--- src/rtl/spi_flash_responder.sv ---
// spi_flash_responder: SPI-flash target answering READ/JEDEC ID/READ STATUS from a byte-wide memory port.
// Pins are oversampled on clk; SCK phases must last at least 4 clk.
module spi_flash_responder #(
  parameter int ADDR_W = 22,
  parameter logic [23:0] JEDEC_ID = 24'hEF4016
) (
  input  logic              clk,
  input  logic              reset,
  input  logic              flash_cs,
  input  logic              flash_ck,
  input  logic              flash_si,
  output logic              flash_so,
  output logic [ADDR_W-1:0] mem_addr,
  output logic              mem_rd,
  input  logic [7:0]        mem_data,
  output logic              active
);
  typedef enum logic [2:0] {IDLE, CMD, ADDR, DATA, ID, STAT, IGNORE} state_t;
  localparam logic [ADDR_W-1:0] addr_one = 1;
  state_t state, state_nx;
  logic [1:0] cs_s, si_s;
  logic [2:0] ck_s;
  logic cs, rise_ck, fall_ck, byte_end, issue, rd_d;
  logic [2:0] bit_cnt;
  logic [1:0] byte_cnt;
  logic [7:0] shift_in, shift_out, byte_in;
  logic [ADDR_W-1:0] addr_reg;

  // cs synchronizer resets to deselected so release from reset never looks like a select
  always_ff @(posedge clk or negedge reset)
    if (!reset) begin
      cs_s <= '1;
      ck_s <= '0;
      si_s <= '0;
    end else begin
      cs_s <= {cs_s[0], flash_cs};
      ck_s <= {ck_s[1:0], flash_ck};
      si_s <= {si_s[0], flash_si};
    end

  assign cs = cs_s[1];
  assign rise_ck = ck_s[1] & ~ck_s[2];
  assign fall_ck = ~ck_s[1] & ck_s[2];
  assign byte_in = {shift_in[6:0], si_s[1]};
  assign byte_end = rise_ck && bit_cnt == 3'd7;
  assign mem_addr = addr_reg;

  always_ff @(posedge clk or negedge reset)
    if (!reset) state <= IDLE;
    else state <= state_nx;

  always_comb begin
    state_nx = state;
    if (cs) state_nx = IDLE;
    else
      case (state)
        IDLE: state_nx = CMD;
        CMD: if (byte_end) state_nx = byte_in == 8'h03 ? ADDR : byte_in == 8'h9F ? ID : byte_in == 8'h05 ? STAT : IGNORE;
        ADDR: if (issue) state_nx = DATA;
        default: state_nx = state;
      endcase
  end

  always_comb begin
    active = state != IDLE;
    issue = byte_end && (state == DATA || (state == ADDR && byte_cnt == 2'd2));
  end

  // rd_d marks the clk in which mem_data answers the previous mem_rd
  always_ff @(posedge clk or negedge reset)
    if (!reset) begin
      bit_cnt <= '0;
      byte_cnt <= '0;
      shift_in <= '0;
      shift_out <= '0;
      addr_reg <= '0;
      flash_so <= 1'b0;
      mem_rd <= 1'b0;
      rd_d <= 1'b0;
    end else if (cs) begin
      bit_cnt <= '0;
      byte_cnt <= '0;
      shift_in <= '0;
      shift_out <= '0;
      flash_so <= 1'b0;
      mem_rd <= 1'b0;
      rd_d <= 1'b0;
    end else begin
      mem_rd <= issue;
      rd_d <= mem_rd;
      if (rise_ck) begin
        shift_in <= byte_in;
        bit_cnt <= bit_cnt + 3'd1;
      end
      if (rise_ck && state == ADDR) addr_reg <= {addr_reg[ADDR_W-2:0], si_s[1]};
      else if (rd_d) addr_reg <= addr_reg + addr_one;
      if (fall_ck) begin
        flash_so <= shift_out[7];
        shift_out <= {shift_out[6:0], 1'b0};
      end else if (rd_d) shift_out <= mem_data;
      else if (byte_end && state == CMD) begin
        shift_out <= byte_in == 8'h9F ? JEDEC_ID[23:16] : 8'h00;
        byte_cnt <= 2'd0;
      end else if (byte_end && state == ADDR) byte_cnt <= byte_cnt + 2'd1;
      else if (byte_end && state == ID) begin
        shift_out <= byte_cnt == 2'd0 ? JEDEC_ID[15:8] : byte_cnt == 2'd1 ? JEDEC_ID[7:0] : 8'h00;
        byte_cnt <= byte_cnt == 2'd2 ? 2'd2 : byte_cnt + 2'd1;
      end
    end
endmodule

--- config.mk ---
export PLATFORM = sky130hd
export DESIGN_NAME = spi_flash_responder
export DESIGN_NICKNAME = d
export VERILOG_FILES = /design/src/rtl/spi_flash_responder.sv
export SDC_FILE = /design/constraint.sdc
export NUM_CORES = 1
export LEC_CHECK = 0
export ABC_AREA = 0
export BUFFER_PORTS_ARGS = -buffer_cell sky130_fd_sc_hd__buf_2
export CAP_MARGIN = 10
export CORE_UTILIZATION = 30
export DETAILED_ROUTE_END_ITERATION = 10
export SLEW_MARGIN = 20
export SYNTH_ARGS = -nofsm -noshare
export SYNTH_HDL_FRONTEND = slang
export SYNTH_SLANG_ARGS = --single-unit
export TNS_END_PERCENT = 20
--- constraint.sdc ---
create_clock -name clk -period 1.8 [get_ports clk]
set_input_delay 0.27 -clock clk [delete_from_list [all_inputs] [get_ports clk]]
set_output_delay 0.27 -clock clk [all_outputs]
set_load 0.1 [all_outputs]
==> results.txt, run 1 <==
CP arrival: 1480 ps
adder-cell share of the synthesized area: 2.39%
Core Area: 9950 sq um
Hold Crit Class: primary input to register
met3 wire len: 308 microns
Syn Std Cell Area: 3140 sq um
synth unique cells: 59
Primary FF master, synth: dfrtp_1
Hold Vio Cnt, Final: 0
Worst Max-Slew Pin Slew: 524 ps
number of global-route vias before repair: 2669
Layout Utilization: 37.9%
clk slew on worst S/H paths: 90 ps
Post-Route Skew: 11.4 ps
nets: 404
filler instances: 1005
DR WL/cell: 14.4 microns
final setup violation count: 0
Post-synth top cells: 53 x dfrtp_1, 48 x nand2_1, 36 x nor2_1, 35 x a21oi_1, 12 x o21ai_0
Initial Util: 31.5%
Pre-antenna DRT Iters: 4
synthesis-stage register bit count: 55
CP max-delay cell: dfrtp_1
Synth Area in Compound Gates: 21.6%
cell count after synthesis: 346
Leakage: 1.69 nW
Crit. End Element: primary output
clk root buf: clkbuf_8
Final period util: 97.0%
minimum clock period: 1750 ps
kind of critical path: register to primary output
ys async rst share: 100%
max-slew violation count: 0
Die X: 104 microns
DRT iter0 DRCs: 118
pin count of the biggest net entering global routing: 38
RSZ-0062 raised after global routing: true
initial antenna violation count: 0
delay-heaviest family, CP: flip-flops
Inserted Diodes: 0
WP buf/inv: 1
grt ovf: 0
Clock Sinks: 55
sequential element share of the synthesized area: 43.9%
Startpoint Class: register
Hold Path Cell Cnt: 1
Post-synth EDFFs: 0
post-synthesis simple-gate area fraction: 26.0%
FF-to-FF path depth: 7
top cells by area, synth: dfrtp_1 42%, nand2_1 5.7%, a21oi_1 5.6%, nor2_1 4.3%, ha_1 2.4%
Worst EP required: 1530 ps
Routed Antenna Nets: 0
HPWL Detailed: 5.37 mm
Max Cap Violations: 0
first-pass GRT wire length: 13.0 mm
XOR/XNOR Fraction of Synth Area: 1.12%
P per Cell Area: 636 nW/um^2
number of CTS-inserted buffers: 5
CTS max path bufs: 2
Buffers on Ports: 37
DP Area: 3610 sq um
Ports: 38
vias per cell: 5.25
CP cell instances: or3_1 -> buf_4
Placer Congestion: 0.816
Worst Path Max Fanout: 10
CTS tree: yes
Via Count: 2726
setup bufs post-CTS: 0
highest metal used: met4
area grow syn2layout: 20.3%
stages on the worst setup path: 2
Met2 Wirelength: 3.64 mm
mux cell area share after synthesis: 0.359%
CP peak stage delay: 500 ps
most numerous cell in the Yosys netlist: dfrtp_1
post-route cell area: 3770 sq um
Peak Freq: 0.573 GHz
clk_lat worst skew: 310 ps
largest family of logic cells by synthesized area: simple AND/OR/NAND/NOR gates
CTS H-tree lvls: 2
layout cells sized above 1: 26.2%
average footprint of a synthesized cell: 9.07 sq um
die area: 10900 sq um
DRT Wirelength: 7.45 mm
Die Y: 104 microns
Rel. slew slack: 65.0%
total global-route track usage: 14.6%
Final Power: 2.40 mW
Rows: 36
status: completed
Synth Net Count: 365
Setup TNS: 0 ps
Ys Warns: 0
Post-Route M1 WL: 3.42 mm
Synth area leader: dfrtp_1
DR DRC count: 0
Synth top area share: 42.3%
Max rail drop VDD: 0.000381 V
state kept, by name, summed over array words and instances (netlist names):
register	cells
flash_so	1
shift_in	7
state	3
cs_s	2
si_s	2
bit_cnt	3
ck_s	3
mem_addr	22
rd_d	1
byte_cnt	2
mem_rd	1
shift_out	8
final timing paths:
path,from,slack [ps],endpoint
worst max-delay path,state[1],50,active
max in group asynchronous,reset,670,bit_cnt[2]
worst min register to register,cs_s[0],360,cs_s[1]
min in group asynchronous,reset,400,mem_addr[13]
worst max register to register,bit_cnt[0],80,shift_out[2]
worst min-delay path,flash_cs,60,cs_s[0]
logic make-up (layout without fill, tap and decap cells):
logic type / after synthesis / count (layout)
and+or+nand+nor: 147 / 147
AOI/OAI and AO/OA: 102 / 102
DFF: 55 / 55
buffers and inverters: 31 / 71
adders and majority gates: 6 / 6
xor gates and xnor gates: 4 / 4
muxes: 1 / 1
power breakdown:
group          internal, mW  switching, mW  leakage, nW
Clock                 0.557          0.415       0.0654
Sequential             1.26         0.0174        0.711
Combinational        0.0545          0.102        0.918
metal layers:
layer,vias up,track usage [%]
li1,1335,-
met4,0,3.88
met5,-,0
met1,1310,19.0
met2,73,24.8
met3,8,2.38
stage by stage:
stage / std cells / worst slack [ps] / hold WS [ps]
6_report: 519 / 53.9 / 63.9
5_1_grt: 519 / -6.92 / 43.2
4_1_cts: 519 / 39.5 / 47.0
3_5_place_dp: 510 / 8.26 / 216
3_3_place_gp: 510 / 61.4 / 212
2_1_floorplan: 346 / -51.2 / -25.6
placed cells by master (no fill, tap or decap), types with 3 or more instances in the layout:
cell type  netlist  routed
a31oi_1          6       6
nor3_1           7       7
nor3b_1          4       4
buf_12           0       5
a41oi_1          5       5
a22o_1           4       4
nand4_1          4       4
dfrtp_1         53      34
o22ai_1         10      10
and3_1           6       6
buf_2            6      36
ha_1             6       5
buf_4            2      13
a21oi_1         35      35
inv_1            8       8
o22a_1           7       7
nand3_1         11      11
o21ai_0         12      11
dfrtp_4          0       3
and4_1           3       3
nand2_1         48      48
a32o_1           3       3
nor2_1          36      34
nor2b_1          3       3
dfrtp_2          0      16
or3_1            3       3
a211oi_1         5       5
clkbuf_8         0       5
area by class of cell:
class	count	area (sq um)	share of cell area, %
multi-input combinational	260	1650	43.7
timing repair buffer	55	388	10.3
clock buffer	6	72.6	1.92
sequential	55	1410	37.4
tap	133	166	4.41
clock inverter	2	60.1	1.59
inverter	8	30.0	0.795
what timing repair did:
item / CTS / global route
hold buffers: 1 / 0
endpoints found under the setup margin: 3 / 10
pin swaps: 0 / 1
gates resized for setup: 2 / 5
cloned: 0 / 0
hold endpoints to repair: 14 / 0
(Power assumes the default switching activity.)
==> run 2: changes to the inputs <==
--- a/config.mk
+++ b/config.mk
@@ -9,6 +9,7 @@
 export BUFFER_PORTS_ARGS = -buffer_cell sky130_fd_sc_hd__buf_2
 export CAP_MARGIN = 10
 export CORE_UTILIZATION = 30
+export CTS_BUF_LIST = sky130_fd_sc_hd__clkbuf_8
 export DETAILED_ROUTE_END_ITERATION = 10
 export SLEW_MARGIN = 20
 export SYNTH_ARGS = -nofsm -noshare
==> results.txt, run 2 (synthesis gave the netlist of run 1 again) <==
status: completed
max-slew violation count: 0 (unchanged)
Net Sw Power: 0.535 mW (+0.14%)
Startpoint Class: register
CP cell instances: or3_1 -> buf_4
Buffers on Ports: 37 (unchanged)
number of CTS-inserted buffers: 5 (unchanged)
Critical path origin: state[1]
Final Power: 2.40 mW (-0.20%)
Hold Crit Class: primary input to register
Placer Congestion: 0.816 (unchanged)
most common cell after layout, fill and taps aside: nand2_1
switching share of total power: 22.3% (+0.077 points)
Ports: 38 (unchanged)
DR DRC count: 0 (unchanged)
setup bufs post-CTS: 0 (unchanged)
RSZ-0062 raised after global routing: true
CP peak stage delay: 500 ps (about the same)
nets: 404 (unchanged)
Clock Sinks: 55 (unchanged)
Die X: 104 microns (unchanged)
pre-CTS WS: 8.26 ps (unchanged)
DR WL/cell: 14.4 microns (about the same)
Pre-antenna DRT Iters: 4 (unchanged)
Post-Route Skew: 11.9 ps (+0.577 ps)
Max rail drop VDD: 0.000381 V (about the same)
clock power share: 40.3% (about the same)
Initial Util: 31.5% (unchanged)
Hold Vio Cnt, Final: 0 (unchanged)
total global-route track usage: 14.6% (unchanged)
first-pass GRT wire length: 13.0 mm (unchanged)
Worst Max-Slew Pin Slew: 524 ps (unchanged)
clk_lat worst skew: 310 ps (about the same)
Post-Layout Cell Count: 519 (unchanged)
initial antenna violation count: 0 (unchanged)
clk root buf: clkbuf_8
clk slew on worst S/H paths: 90 ps (about the same)
Worst Path Max Fanout: 10 (unchanged)
delay-heaviest family, CP: flip-flops
P per Cell Area: 635 nW/um^2 (-0.20%)
pin count of the biggest net entering global routing: 38 (unchanged)
Placed Cells: 510 (unchanged)
Via Count: 2731 (+0.18%)
reg2reg start: bit_cnt[0]
die area: 10900 sq um (unchanged)
minimum clock period: 1750 ps (-0.133 ps)
grt ovf: 0 (unchanged)
DRT Wirelength: 7.46 mm (about the same)
final worst slack: 54.0 ps (+0.133 ps)
HPWL Detailed: 5.37 mm (unchanged)
kind of critical path: register to primary output
commonest non-fill, non-tap cells in the layout: 48 x nand2_1, 36 x buf_2, 35 x a21oi_1, 34 x nor2_1, 34 x dfrtp_1
WP buf/inv: 1 (unchanged)
Core Area: 9950 sq um (unchanged)
Routed Antenna Nets: 0 (unchanged)
Leakage: 1.70 nW (+0.24%)
Worst EP required: 1530 ps (about the same)
Layout Utilization: 37.9% (unchanged)
Final period util: 97.0% (about the same)
DRT iter0 DRCs: 118 (unchanged)
hold path startpoint: flash_cs
Inserted Diodes: 0 (unchanged)
CP arrival: 1480 ps (about the same)
number of global-route vias before repair: 2669 (unchanged)
Crit. End Element: primary output
CTS max path bufs: 2 (unchanged)
Rel. slew slack: 65.0% (unchanged)
Pint: 1.86 mW (-0.30%)
Max Cap Violations: 0 (unchanged)
Rows: 36 (unchanged)
CTS tree: yes
max reg flops: 22 (unchanged)
vias per cell: 5.26 (+0.18%)
layout cells sized above 1: 26.2% (unchanged)
Peak Freq: 0.573 GHz (about the same)
Die Y: 104 microns (unchanged)
area grow syn2layout: 20.3% (unchanged)
Logic pwr share: 6.5% (about the same)
final setup violation count: 0 (unchanged)
CP max-delay cell: dfrtp_1
CTS H-tree lvls: 2 (unchanged)
Reg power frac: 53.2% (about the same)
run 2: changes by cell type in the layout (fill, tap and decap cells not counted), sizes merged:
cell    change
clkbuf      -1
inv         +1
run 2: power by group through the flow:
stage / clock network, mW / logic, mW / registers, mW
finish: 0.967 / 0.156 / 1.27
global route: 1.04 / 0.174 / 1.28
CTS: 0.998 / 0.158 / 1.28
detailed placement: 0 / 0.155 / 1.30
global placement: 0 / 0.152 / 1.30
floorplan: 0 / 0.0793 / 1.30
run 2: final timing paths:
check / end / slack [ps] / depth (start not counted)
max: active / 50 / 2
min: cs_s[0] / 60 / 1
max reg2reg: shift_out[2] / 80 / 7
min reg2reg: cs_s[1] / 360 / 0
max in group asynchronous: bit_cnt[2] / 670 / 4
min in group asynchronous: mem_addr[13] / 390 / 2
run 2: area by class of cell:
type,count,area [sq um]
clock buffers,5,68.8
clock inverters,3,63.8
fillers,1005,6180
inverters,8,30.0
multi-input cells,260,1650
flip-flops and latches,55,1410
well taps,133,166
repair buffers,55,388
run 2: timing repair:
action,CTS,global route
pin swaps,0,1
hold endpoints to repair,14,0
hold buffers,1,0
endpoints found under the setup margin,3,10
resized for setup,2,5
run 2: layer usage:
layer | global-route usage [%] | vias up | part of all wire (%)
li1 | - | 1335 | -
met1 | 19.0 | 1315 | 46
met2 | 24.8 | 73 | 49
met3 | 2.38 | 8 | 4.1
met4 | 3.88 | 0 | 1.1
met5 | 0 | - | 0
run 2: metrics by stage:
step | setup TNS (ps) | hold slack (ps) | instance area [sq um]
global route | -10.4 | 43.2 | 3770
detailed placement | 0 | 216 | 3610
global placement | 0 | 212 | 3610
floorplan | -142 | -25.6 | 3190
finish | 0 | 64.0 | 3770
CTS | 0 | 47.0 | 3760
run 2: worst register-to-register path, cell delays in order, from the launching register on:
cell and delay (ps):
dfrtp_1 400, ha_1 200, ha_1 180, and4bb_2 270, a21oi_4 220, and3_1 180
a21oi_1 40, o22ai_1 140
==> run 3: changes to the inputs <==
--- a/config.mk
+++ b/config.mk
@@ -5,11 +5,11 @@
 export SDC_FILE = /design/constraint.sdc
 export NUM_CORES = 1
 export LEC_CHECK = 0
-export ABC_AREA = 0
+export ABC_AREA = 1
 export BUFFER_PORTS_ARGS = -buffer_cell sky130_fd_sc_hd__buf_2
 export CAP_MARGIN = 10
+export CORE_ASPECT_RATIO = 0.6
 export CORE_UTILIZATION = 30
-export CTS_BUF_LIST = sky130_fd_sc_hd__clkbuf_8
 export DETAILED_ROUTE_END_ITERATION = 10
 export SLEW_MARGIN = 20
 export SYNTH_ARGS = -nofsm -noshare
==> results.txt, run 3 <==
HPWL Detailed: 6.40 mm (+19%)
Post-Layout Cell Count: 647 (+25%)
number of global-route vias before repair: 2881 (+7.9%)
clk slew on worst S/H paths: 80 ps (about the same)
Post-Route M1 WL: 4.54 mm (+33%)
nets: 526 (+30%)
DRT Wirelength: 8.56 mm (+15%)
Met2 Wirelength: 3.44 mm (-5.8%)
cell count after synthesis: 464 (+34%)
Syn Std Cell Area: 3300 sq um (+5.1%)
clk_lat worst skew: 300 ps (about the same)
WP buf/inv: 1 (unchanged)
pre-CTS WS: 90.0 ps (+81.7 ps)
Final Power: 4.36 mW (+82%)
ys async rst share: 100% (unchanged)
Leakage: 1.89 nW (+11%)
Placed Cells: 638 (+25%)
delay-heaviest family, CP: simple AND/OR/NAND/NOR gates
Primary FF master, synth: dfrtp_1
P per Cell Area: 1110 nW/um^2 (+75%)
Synth area leader: dfrtp_1
most numerous cell in the Yosys netlist: nand2_1
Hold Vio Cnt, Final: 0 (unchanged)
Die Y: 83.2 microns (-20%)
minimum clock period: 1670 ps (-76.0 ps)
Synth Net Count: 483 (+32%)
Worst Max-Slew Pin Slew: 493 ps (-31.3 ps)
max-slew violation count: 0 (unchanged)
DR DRC count: 0 (unchanged)
final setup violation count: 0 (unchanged)
final worst slack: 130 ps (+76.0 ps)
first-pass GRT wire length: 14.3 mm (+10%)
initial antenna violation count: 0 (unchanged)
synthesis-stage register bit count: 55 (unchanged)
setup bufs post-CTS: 0 (unchanged)
average footprint of a synthesized cell: 7.11 sq um (-22%)
Rows: 29 (-19%)
number of CTS-inserted buffers: 5 (unchanged)
Clock Sinks: 55 (unchanged)
synth unique cells: 35 (-41%)
Core Area: 10600 sq um (+6.8%)
Buffers on Ports: 37 (unchanged)
CP peak stage delay: 400 ps (-100 ps)
top cells by area, synth: dfrtp_1 40%, nand2_1 17%, nand3_1 7.3%, nor2_1 6.3%, inv_1 5.3%
Post-Route Skew: 12.0 ps (+0.0654 ps)
pin count of the biggest net entering global routing: 27 (-29%)
Worst EP required: 2000 ps (+470 ps)
Worst Path Max Fanout: 7 (-3)
kind of critical path: register to register
Max Cap Violations: 0 (unchanged)
CTS H-tree lvls: 2 (unchanged)
sequential element share of the synthesized area: 41.8% (-2.1 points)
CP arrival: 1870 ps (+390 ps)
Max rail drop VDD: 0.000574 V (+51%)
status: completed
Routed Antenna Nets: 0 (unchanged)
Final period util: 92.8% (-4.2 points)
Ports: 38 (unchanged)
Die X: 137 microns (+32%)
Crit. End Element: register
Post-synth EDFFs: 0 (unchanged)
layout cells sized above 1: 19.5% (-6.7 points)
RSZ-0062 raised after global routing: true
DR WL/cell: 13.2 microns (-7.9%)
Peak Freq: 0.599 GHz (+4.6%)
total global-route track usage: 15.9% (+1.4 points)
area grow syn2layout: 18.9%
Via Count: 3147 (+15%)
Hold Crit Class: primary input to register
die area: 11400 sq um (+5.2%)
CP cell instances: ha_1 -> ha_1 -> nand3_1 -> inv_2 -> nand2_2 -> nand3_1 -> nand2_2 -> nor2_1 -> nand2_1 -> nand2_1
Synth top area share: 40.2% (-2.1 points)
Inserted Diodes: 0 (unchanged)
CTS tree: yes
highest metal used: met4
Initial Util: 31.0% (-0.49 points)
CTS max path bufs: 2 (unchanged)
met3 wire len: 508 microns (+65%)
Post-synth top cells: 151 x nand2_1, 55 x nor2_1, 53 x dfrtp_1, 48 x nand3_1, 47 x inv_1
Pre-antenna DRT Iters: 5 (+1)
Placer Congestion: 0.896 (+9.7%)
grt ovf: 0 (unchanged)
vias per cell: 4.86 (-7.6%)
Rel. slew slack: 67.4% (+2.4 points)
Startpoint Class: register
most common cell after layout, fill and taps aside: nand2_1
Setup TNS: 0 ps (unchanged)
CP max-delay cell: dfrtp_1
commonest non-fill, non-tap cells in the layout: 150 x nand2_1, 54 x nor2_1, 48 x nand3_1, 45 x inv_1, 37 x buf_2
max reg flops: 22 (unchanged)
DRT iter0 DRCs: 338 (+190%)
Ys Warns: 0 (unchanged)
clk root buf: clkbuf_16
[run 3: where the power goes]
part / switching [mW] / total, mW / leakage, nW / internal (mW)
Sequential: 0.185 / 1.58 / 0.708 / 1.39
Combinational: 1.19 / 1.51 / 1.10 / 0.323
Clock: 0.472 / 1.27 / 0.0900 / 0.798
[run 3: area by class of cell]
cell class | instances | area, sq um
Sequential cell | 55 | 1410
Clock inverter | 3 | 67.6
Clock buffer | 5 | 125
Timing Repair Buffer | 48 | 308
Fill cell | 1131 | 6710
Tap cell | 139 | 174
Inverter | 49 | 186
Multi-Input combinational cell | 348 | 1660
[run 3: cells by family (layout without fill, tap and decap cells)]
family	Yosys count	after routing	share of synthesized area, %
buffers and inverters	61	105	8.30
flip-flops	55	55	41.8
multiplexers	1	1	0.303
XOR/XNOR	4	4	1.06
AO/OA/AOI/OAI	60	60	10.7
AND/OR/NAND/NOR	277	277	35.6
adder cells (fa/ha/maj)	6	6	2.28
[run 3: metrics by stage]
| stage | util [%] | hold WS [ps] | area, sq um |
|---|---|---|---|
| CTS | 36.8 | 63.9 | 3910 |
| detailed placement | 34.9 | 241 | 3710 |
| floorplan | - | -25.6 | 3330 |
| finish | 36.9 | 70.3 | 3920 |
| global route | 36.9 | 61.6 | 3920 |
| global placement | 34.9 | 233 | 3710 |
[run 3: layer usage]
metal | global-route usage, % | up-vias
met4 | 4.10 | 0
met1 | 25.1 | 1469
met3 | 3.66 | 5
met5 | 0 | -
li1 | - | 1578
met2 | 21.2 | 95
[run 3: timing repair]
action                                  CTS  global route
hold buffers                              1             0
hold endpoints to repair                 14             0
endpoints found under the setup margin    0            11
resized for setup                         0             6
[run 3: final timing paths]
check	startpoint	endpoint	slack, ps	cells past startpoint
worst max register to register	bit_cnt[0]	shift_out[2]	130	10
min in group asynchronous	reset	mem_addr[16]	440	2
worst min-delay path	flash_cs	cs_s[0]	70	1
worst max-delay path	bit_cnt[0]	shift_out[2]	130	10
max in group asynchronous	reset	ck_s[0]	680	4
worst min register to register	ck_s[0]	ck_s[1]	340	0
